===== src/rtl/bf2_sdf_stage.sv =====
// Radix-2 single-path delay-feedback butterfly stage.
// Pairs x[n] with x[n+DEPTH] through a circular delay line and emits the
// DEPTH sums of a frame followed (during the next frame) by its DEPTH
// differences. The overflow policy is latched at frame start.
module bf2_sdf_stage #(
  parameter int WIDTH = 17,
  parameter int DEPTH = 32
) (
  input  logic             clk,
  input  logic             rst,
  input  logic             in_valid,
  input  logic [WIDTH-1:0] in_re,
  input  logic [WIDTH-1:0] in_im,
  input  logic [1:0]       mode,
  input  logic             ovf_clr,
  output logic             out_valid,
  output logic [WIDTH-1:0] out_re,
  output logic [WIDTH-1:0] out_im,
  output logic             ovf_sticky
);

  localparam int AW = $clog2(DEPTH);
  localparam int CW = AW + 1;
  localparam int PW = (AW > 0) ? AW : 1;
  localparam logic [PW-1:0] PTR_LAST = PW'(DEPTH - 1);

  logic [CW-1:0]      cnt_reg;
  logic [PW-1:0]      ptr_reg;
  logic [1:0]         mode_q_reg;
  logic               primed_reg;
  logic [2*WIDTH-1:0] dline [DEPTH];

  logic [2*WIDTH-1:0] rd_data;
  logic [2*WIDTH-1:0] wr_data;
  logic [2*WIDTH-1:0] cand;
  logic               phase;
  logic               ovf_any;

  // Lane 0 is the real part, lane 1 the imaginary part.
  logic [WIDTH-1:0] lane_a   [2];
  logic [WIDTH-1:0] lane_b   [2];
  logic [WIDTH-1:0] sum_res  [2];
  logic [WIDTH-1:0] diff_res [2];
  logic             sum_ovf  [2];
  logic             diff_ovf [2];

  // Reduce a (WIDTH+1)-bit sum/difference to WIDTH bits under the given
  // policy. Returns {overflow, result}. Mode 2 halves with round-half-up and
  // never reports overflow; modes 0 and 3 truncate (two's complement wrap).
  function automatic logic [WIDTH:0] fold(input logic [WIDTH:0] s,
                                          input logic [1:0]     md);
    logic [WIDTH:0]   r;
    logic             ovf;
    logic [WIDTH-1:0] res;
    r   = s + {{WIDTH{1'b0}}, 1'b1};
    ovf = s[WIDTH] ^ s[WIDTH-1];
    case (md)
      2'd1: begin
        if (ovf)
          res = s[WIDTH] ? {1'b1, {(WIDTH-1){1'b0}}} : {1'b0, {(WIDTH-1){1'b1}}};
        else
          res = s[WIDTH-1:0];
      end
      2'd2: begin
        // Bits [WIDTH:1] of s+1 are exact even if s+1 wraps in WIDTH+1 bits.
        res = WIDTH'(r >> 1);
        ovf = 1'b0;
      end
      default: res = s[WIDTH-1:0];
    endcase
    return {ovf, res};
  endfunction

  assign rd_data   = dline[ptr_reg];
  assign phase     = cnt_reg[CW-1];
  assign lane_a[0] = rd_data[WIDTH-1:0];
  assign lane_a[1] = rd_data[2*WIDTH-1:WIDTH];
  assign lane_b[0] = in_re;
  assign lane_b[1] = in_im;

  for (genvar gi = 0; gi < 2; gi++) begin : g_lane
    logic [WIDTH:0] sum_w;
    logic [WIDTH:0] diff_w;
    logic [WIDTH:0] sum_f;
    logic [WIDTH:0] diff_f;
    assign sum_w        = {lane_a[gi][WIDTH-1], lane_a[gi]} + {lane_b[gi][WIDTH-1], lane_b[gi]};
    assign diff_w       = {lane_a[gi][WIDTH-1], lane_a[gi]} - {lane_b[gi][WIDTH-1], lane_b[gi]};
    assign sum_f        = fold(sum_w, mode_q_reg);
    assign diff_f       = fold(diff_w, mode_q_reg);
    assign sum_res[gi]  = sum_f[WIDTH-1:0];
    assign sum_ovf[gi]  = sum_f[WIDTH];
    assign diff_res[gi] = diff_f[WIDTH-1:0];
    assign diff_ovf[gi] = diff_f[WIDTH];
  end

  // Phase 0 stores the input and forwards the stored difference; phase 1
  // forwards the sum and stores the difference.
  always_comb begin
    cand    = rd_data;
    wr_data = {in_im, in_re};
    ovf_any = 1'b0;
    if (phase) begin
      cand    = {sum_res[1], sum_res[0]};
      wr_data = {diff_res[1], diff_res[0]};
      ovf_any = sum_ovf[0] | sum_ovf[1] | diff_ovf[0] | diff_ovf[1];
    end
  end

  // Frame counter, delay-line pointer, latched mode and primed flag.
  always_ff @(posedge clk) begin
    if (rst) begin
      cnt_reg    <= '0;
      ptr_reg    <= '0;
      mode_q_reg <= 2'd0;
      primed_reg <= 1'b0;
    end else if (in_valid) begin
      cnt_reg <= cnt_reg + CW'(1);
      ptr_reg <= (ptr_reg == PTR_LAST) ? '0 : ptr_reg + PW'(1);
      if (cnt_reg == '0)
        mode_q_reg <= mode;
      if (phase)
        primed_reg <= 1'b1;
    end
  end

  // Delay line: the old entry is consumed combinationally before this write.
  always_ff @(posedge clk) begin
    if (in_valid)
      dline[ptr_reg] <= wr_data;
  end

  // Output register: one-cycle latency, data holds while not valid.
  always_ff @(posedge clk) begin
    if (rst) begin
      out_valid <= 1'b0;
      out_re    <= '0;
      out_im    <= '0;
    end else if (in_valid && (primed_reg || phase)) begin
      out_valid <= 1'b1;
      out_re    <= cand[WIDTH-1:0];
      out_im    <= cand[2*WIDTH-1:WIDTH];
    end else begin
      out_valid <= 1'b0;
    end
  end

  // Sticky overflow flag; a new overflow wins over a simultaneous clear.
  always_ff @(posedge clk) begin
    if (rst)
      ovf_sticky <= 1'b0;
    else if (in_valid && phase && ovf_any)
      ovf_sticky <= 1'b1;
    else if (ovf_clr)
      ovf_sticky <= 1'b0;
  end

endmodule


===== config.mk =====
export PLATFORM = sky130hd
export DESIGN_NAME = bf2_sdf_stage
export DESIGN_NICKNAME = d
export VERILOG_FILES = /design/src/rtl/bf2_sdf_stage.sv
export SDC_FILE = /design/constraint.sdc
export NUM_CORES = 1
export LEC_CHECK = 0
export BUFFER_PORTS_ARGS = -buffer_cell sky130_fd_sc_hd__buf_2
export CORE_MARGIN = 1
export CORE_UTILIZATION = 50
export CTS_BUF_LIST = sky130_fd_sc_hd__clkbuf_2
export CTS_CLUSTER_SIZE = 40
export DETAILED_ROUTE_END_ITERATION = 10
export GPL_ROUTABILITY_DRIVEN = 0
export PLACE_DENSITY = 0.77
export SLEW_MARGIN = 20
export SYNTH_ARGS = -nofsm -noshare
export SYNTH_HDL_FRONTEND = slang
export SYNTH_SLANG_ARGS = --single-unit

===== constraint.sdc =====
create_clock -name clk -period 22.7 [get_ports clk]
set_input_delay 3.405 -clock clk [delete_from_list [all_inputs] [get_ports clk]]
set_output_delay 3.405 -clock clk [all_outputs]
set_load 0.02 [all_outputs]

==> results by stage <==
Min path:
- The min-delay analysis places its worst path in the category register to register.
- The source of the worst hold timing path is out_re[6].
- The endpoint with the worst hold slack is out_re[6].
- The worst hold path depth is 2.

STA:
- Headroom to the max-slew limit came out at 0.210.
- After routing, the total negative slack on setup checks comes to 0 ns.
- The number of max-slew violations in the final report is 0.
- The count of final setup violators is 0.
- The maximum frequency from static timing analysis is approximately 110 MHz.
- Setup repair after global routing left no endpoint under its margin.
- The slew at the pin with the worst max-slew slack is 1.19 ns.
- The worst clock skew on the final layout is 0.163 ns.
- The number of failing hold endpoints at the final stage came to 0.
- The smallest clock period supported by the final layout is computed as 8.84 ns.
- Dividing the final minimum period by the clock period gives 0.389.

Detailed routing:
- The detailed router's first-iteration violation count is about 4400.
- For this run, design rule violations remaining after detail routing come to 1.
- The total wire length after detailed routing is about 130000 um.
- The post-detailed-route count of antenna-violating nets is 0.
- The pre-antenna-repair detailed-routing pass consisted of 9 iterations.
- The routed length per instance is 28.0 um.
- The vias after detailed routing is 30500.
- The routed via count divided by cell count is around 6.4.

Synth:
- The total number of yosys warnings is 0.
- The number of flip-flops and latches in the synthesized netlist is 1143.
- The number of enable-type register cells in the synthesized netlist is 1088.
- The average instance in the mapped netlist occupies 17.0 um2.
- When the netlist entered floorplanning its net count stood at 3127.
- After synthesis, the netlist uses 84 different library cells.
- The async set-reset flop share out of synthesis is 0.
- The main flop type after synthesis is sky130_fd_sc_hd__edfxtp_1.
- For this run, the register share of the synthesized area comes to 0.665.
- In this run the cell area of the synthesized design comes to ~51000 um2.
- The count of mapped cells out of synthesis is approximately 3000.

GRT:
- The via count of the first global-routing pass is 29600.
- Across every metal layer, demand over resource in global routing totals 0.261.
- The initial antenna violation count is 5.
- The maximum number of pins on one net before global-route repair is 109.
- The global-route wire length before repair is between 150000 and 200000 um.
- After global routing the overflow that remains totals 0.

Floorplan:
- The horizontal die dimension is 321 um.
- The placement row count is 116.
- The area of the placeable core is about 100000 um2.
- In this run the vertical extent of the chip is 321 um.
- 76 I/O pins were placed.
- The floorplan step defined a die boundary enclosing just over 100000 um2.
- The effective utilization at floorplan is 0.506.

Clocking:
- After clock tree synthesis, the clock-pin slew on the worst setup and hold paths is ~0.1 ns.
- The maximum buffer depth of the clock tree is 4.
- The CTS sink count is ~1100.
- Hold repair after CTS inserted 0 buffers.
- The number of buffers added for setup after CTS is 0.
- The TritonCTS clock tree is done.
- The insertion delay to the later sink of the worst-skew pair is around 1.5 ns.
- The post-cts gate resize count is 0.
- CTS placed an instance of sky130_fd_sc_hd__clkbuf_2 at the clock tree root.
- Clock tree synthesis inserted a total of approximately 280 buffers.
- The number of H-tree levels is 5.

Outcome:
- The run finished, with violations left.
- The checks that failed: DRC.

Power and ir drop:
- The share of total power dissipated in the clock network is 0.297.
- Summed over all nets, the switching power comes to 1220 uW.
- The part of the total power dissipated in combinational logic is 0.161.
- Of the total power, the share spent switching nets is 0.284.
- IR analysis of the VDD net gives a maximum drop of 0.0367 mV.
- Summed over all cells, the static leakage comes to 0.0181 uW.
- The power per unit of standard cell area is slightly below 80 nW/um2.
- The design internal power is 3070 uW.
- Of the total power, registers draw 0.542.

Finish:
- The count of nets after finishing is 3391.
- Once layout is complete, the utilization of the core stands at 0.554.
- In the final layout, the share of cells above drive strength 1 is 0.298.
- The register with the most flip-flops in the layout has between 1000 and 1500 of them.
- The synthesis-to-layout area growth is 9.47%.
- The register name with the most flops is dline.
- The filler cell count in the final layout is between 7000 and 8000.
- In the final layout, the registers with the most flip-flops are dline x1088, out_im x17, out_re x17.
- In the layout the commonest cells are sky130_fd_sc_hd__edfxtp_1, sky130_fd_sc_hd__clkbuf_2, sky130_fd_sc_hd__mux4_2.
- The most common cell after layout, fill and taps aside is sky130_fd_sc_hd__edfxtp_1.

Placed design:
- The number of buffers inserted by port buffering is 75.
- After legalization and detailed placement, the total HPWL measured 75500 um.

Setup path:
- The worst flop-to-flop path endpoint is dline[27][21].
- Traced cell by cell, the critical path runs through buf_4 -> buf_4 -> mux4_2 -> mux4_2 -> mux2_2 -> ha_1 -> and2_1 -> and3_1 -> a21boi_0 -> nor3_1 -> nor3_1 -> or2_2 -> inv_1 -> ha_1 -> clkinv_1 -> o31ai_1 -> and2_1 -> a221oi_1 -> a21o_1.
- STA classifies the critical path endpoint as a register.
- The largest stage delay on the critical path is 0.97 ns.
- The slowest stage of the critical path is the sky130_fd_sc_hd__dfxtp_4 cell.
- The kind of launch point of the worst setup path is a register.
- For the worst setup path, the data required time is 23.66 ns.
- The critical path class is register to register.
- The setup slack of the worst register-to-register path is 13.86 ns.
- The depth of the most critical reg-to-reg path is 19.
- The arrival time reported for the critical path endpoint is 9.80 ns.
- In this run the worst path has a maximum fanout of just over 60.

Run:
- Max-cap violations in this run came to 0.
[logic make-up (layout without fill, tap and decap cells)]
kind of cell             after synthesis  after routing  synth area share
flip-flops                          1143           1143             0.665
multiplexers                         401            401             0.164
AO/OA/AOI/OAI                        455            455            0.0587
other                                  0              3                 0
AND/OR/NAND/NOR                      537            537            0.0512
XOR/XNOR                             106            106            0.0184
adder cells (fa/ha/maj)               93             93            0.0235
buffers and inverters                259            691            0.0197
[per-stage QoR]
step	cells	area (um2)	hold WS [ns]	worst slack, ns	total power [uW]
after floorplan	2994	50800	0.469	14.34	2870
after CTS	4783	55500	0.460	13.94	4290
after detailed placement	4334	53200	0.448	13.98	3040
final	4786	55600	0.459	13.86	4290
after global placement	4333	53100	0.443	14.14	3030
after global routing	4786	55600	0.477	13.32	4470
[area by class of cell]
class	count	area, um2	area share
inverter	94	353	0.00635
multi-input combinational	1592	16500	0.297
sequential	1143	33800	0.608
antenna	3	7.51	0.000135
clock buffer	386	1930	0.0347
clock inverter	63	357	0.00641
tap	1357	1700	0.0305
timing repair buffer	148	943	0.0170
[how the worst max path moves through the flow]
stage / depth (start not counted) / slack (ns) / to / start
after floorplan: 16 / 14.34 / dline[0][10] / in_re[4]
after global placement: 16 / 14.14 / dline[16][4] / in_re[4]
after detailed placement: 19 / 13.98 / dline[20][9] / register
after CTS: 19 / 13.94 / dline[11][15] / register
after global routing: 19 / 13.32 / dline[7][4] / register
final: 19 / 13.86 / dline[27][21] / register
[routing by layer]
layer / track usage / vias up / share of wire
met5: 0 / - / 0.00020
met4: 0.108 / 4 / 0.040
met3: 0.0659 / 326 / 0.13
met2: 0.394 / 2216 / 0.45
met1: 0.363 / 15200 / 0.37
li1: - / 12800 / -
[synthesized netlist by cell type (6+ instances only)]
library cell                count  area share
sky130_fd_sc_hd__inv_1         90      0.0067
sky130_fd_sc_hd__nor2b_1       17      0.0021
sky130_fd_sc_hd__nor3_1        66      0.0065
sky130_fd_sc_hd__ha_1          89       0.022
sky130_fd_sc_hd__nand2_1      135       0.010
sky130_fd_sc_hd__a21o_1        19      0.0028
sky130_fd_sc_hd__a211oi_1      24      0.0035
sky130_fd_sc_hd__a311oi_1       9      0.0016
sky130_fd_sc_hd__nand3_1       41      0.0040
sky130_fd_sc_hd__edfxtp_1    1088        0.64
sky130_fd_sc_hd__o211ai_1      19      0.0028
sky130_fd_sc_hd__clkbuf_1     109      0.0081
sky130_fd_sc_hd__or2_2          9      0.0011
sky130_fd_sc_hd__o21a_1         8      0.0012
sky130_fd_sc_hd__buf_2         17      0.0017
sky130_fd_sc_hd__nand2b_1      16      0.0020
sky130_fd_sc_hd__o22ai_1       25      0.0031
sky130_fd_sc_hd__dfxtp_1       55       0.022
sky130_fd_sc_hd__nor4_1        15      0.0018
sky130_fd_sc_hd__a221oi_1       7      0.0012
sky130_fd_sc_hd__o21ai_0       92      0.0091
sky130_fd_sc_hd__or3_1         14      0.0017
sky130_fd_sc_hd__and3_1        23      0.0028
sky130_fd_sc_hd__a2111oi_0      6      0.0010
sky130_fd_sc_hd__o2111ai_1      8      0.0014
sky130_fd_sc_hd__a31oi_1       15      0.0018
sky130_fd_sc_hd__or4_1          6     0.00089
sky130_fd_sc_hd__xor2_1        27      0.0047
sky130_fd_sc_hd__a21oi_1      127       0.013
sky130_fd_sc_hd__o221ai_1       6      0.0010
sky130_fd_sc_hd__mux2i_1       25      0.0049
sky130_fd_sc_hd__o31ai_1       11      0.0016
sky130_fd_sc_hd__nor2_1       151       0.011
sky130_fd_sc_hd__a21boi_0       7      0.0010
sky130_fd_sc_hd__buf_1         38      0.0028
sky130_fd_sc_hd__mux2_2        36      0.0080
sky130_fd_sc_hd__and2_1        10      0.0012
sky130_fd_sc_hd__nand4_1        9      0.0011
sky130_fd_sc_hd__a22oi_1       10      0.0015
sky130_fd_sc_hd__mux4_2       340        0.15
sky130_fd_sc_hd__xnor2_1       78       0.013
[power by group through the flow]
stage | sequential [uW] | clock (uW) | combinational, uW
floorplan | 2370 | 0 | 505
global placement | 2370 | 0 | 655
detailed placement | 2370 | 0 | 665
CTS | 2320 | 1300 | 668
global route | 2330 | 1400 | 745
finish | 2320 | 1270 | 693
[worst max-delay path: cells and delay by family, from the launching register on]
family | cells | cell delay [ns]
compound gates | 4 | 1.40
fa+ha+maj | 2 | 1.05
buf+inv | 4 | 2.10
flops | 1 | 0.97
mux | 3 | 1.26
simple gates | 6 | 1.40
(Power assumes the default switching activity.)
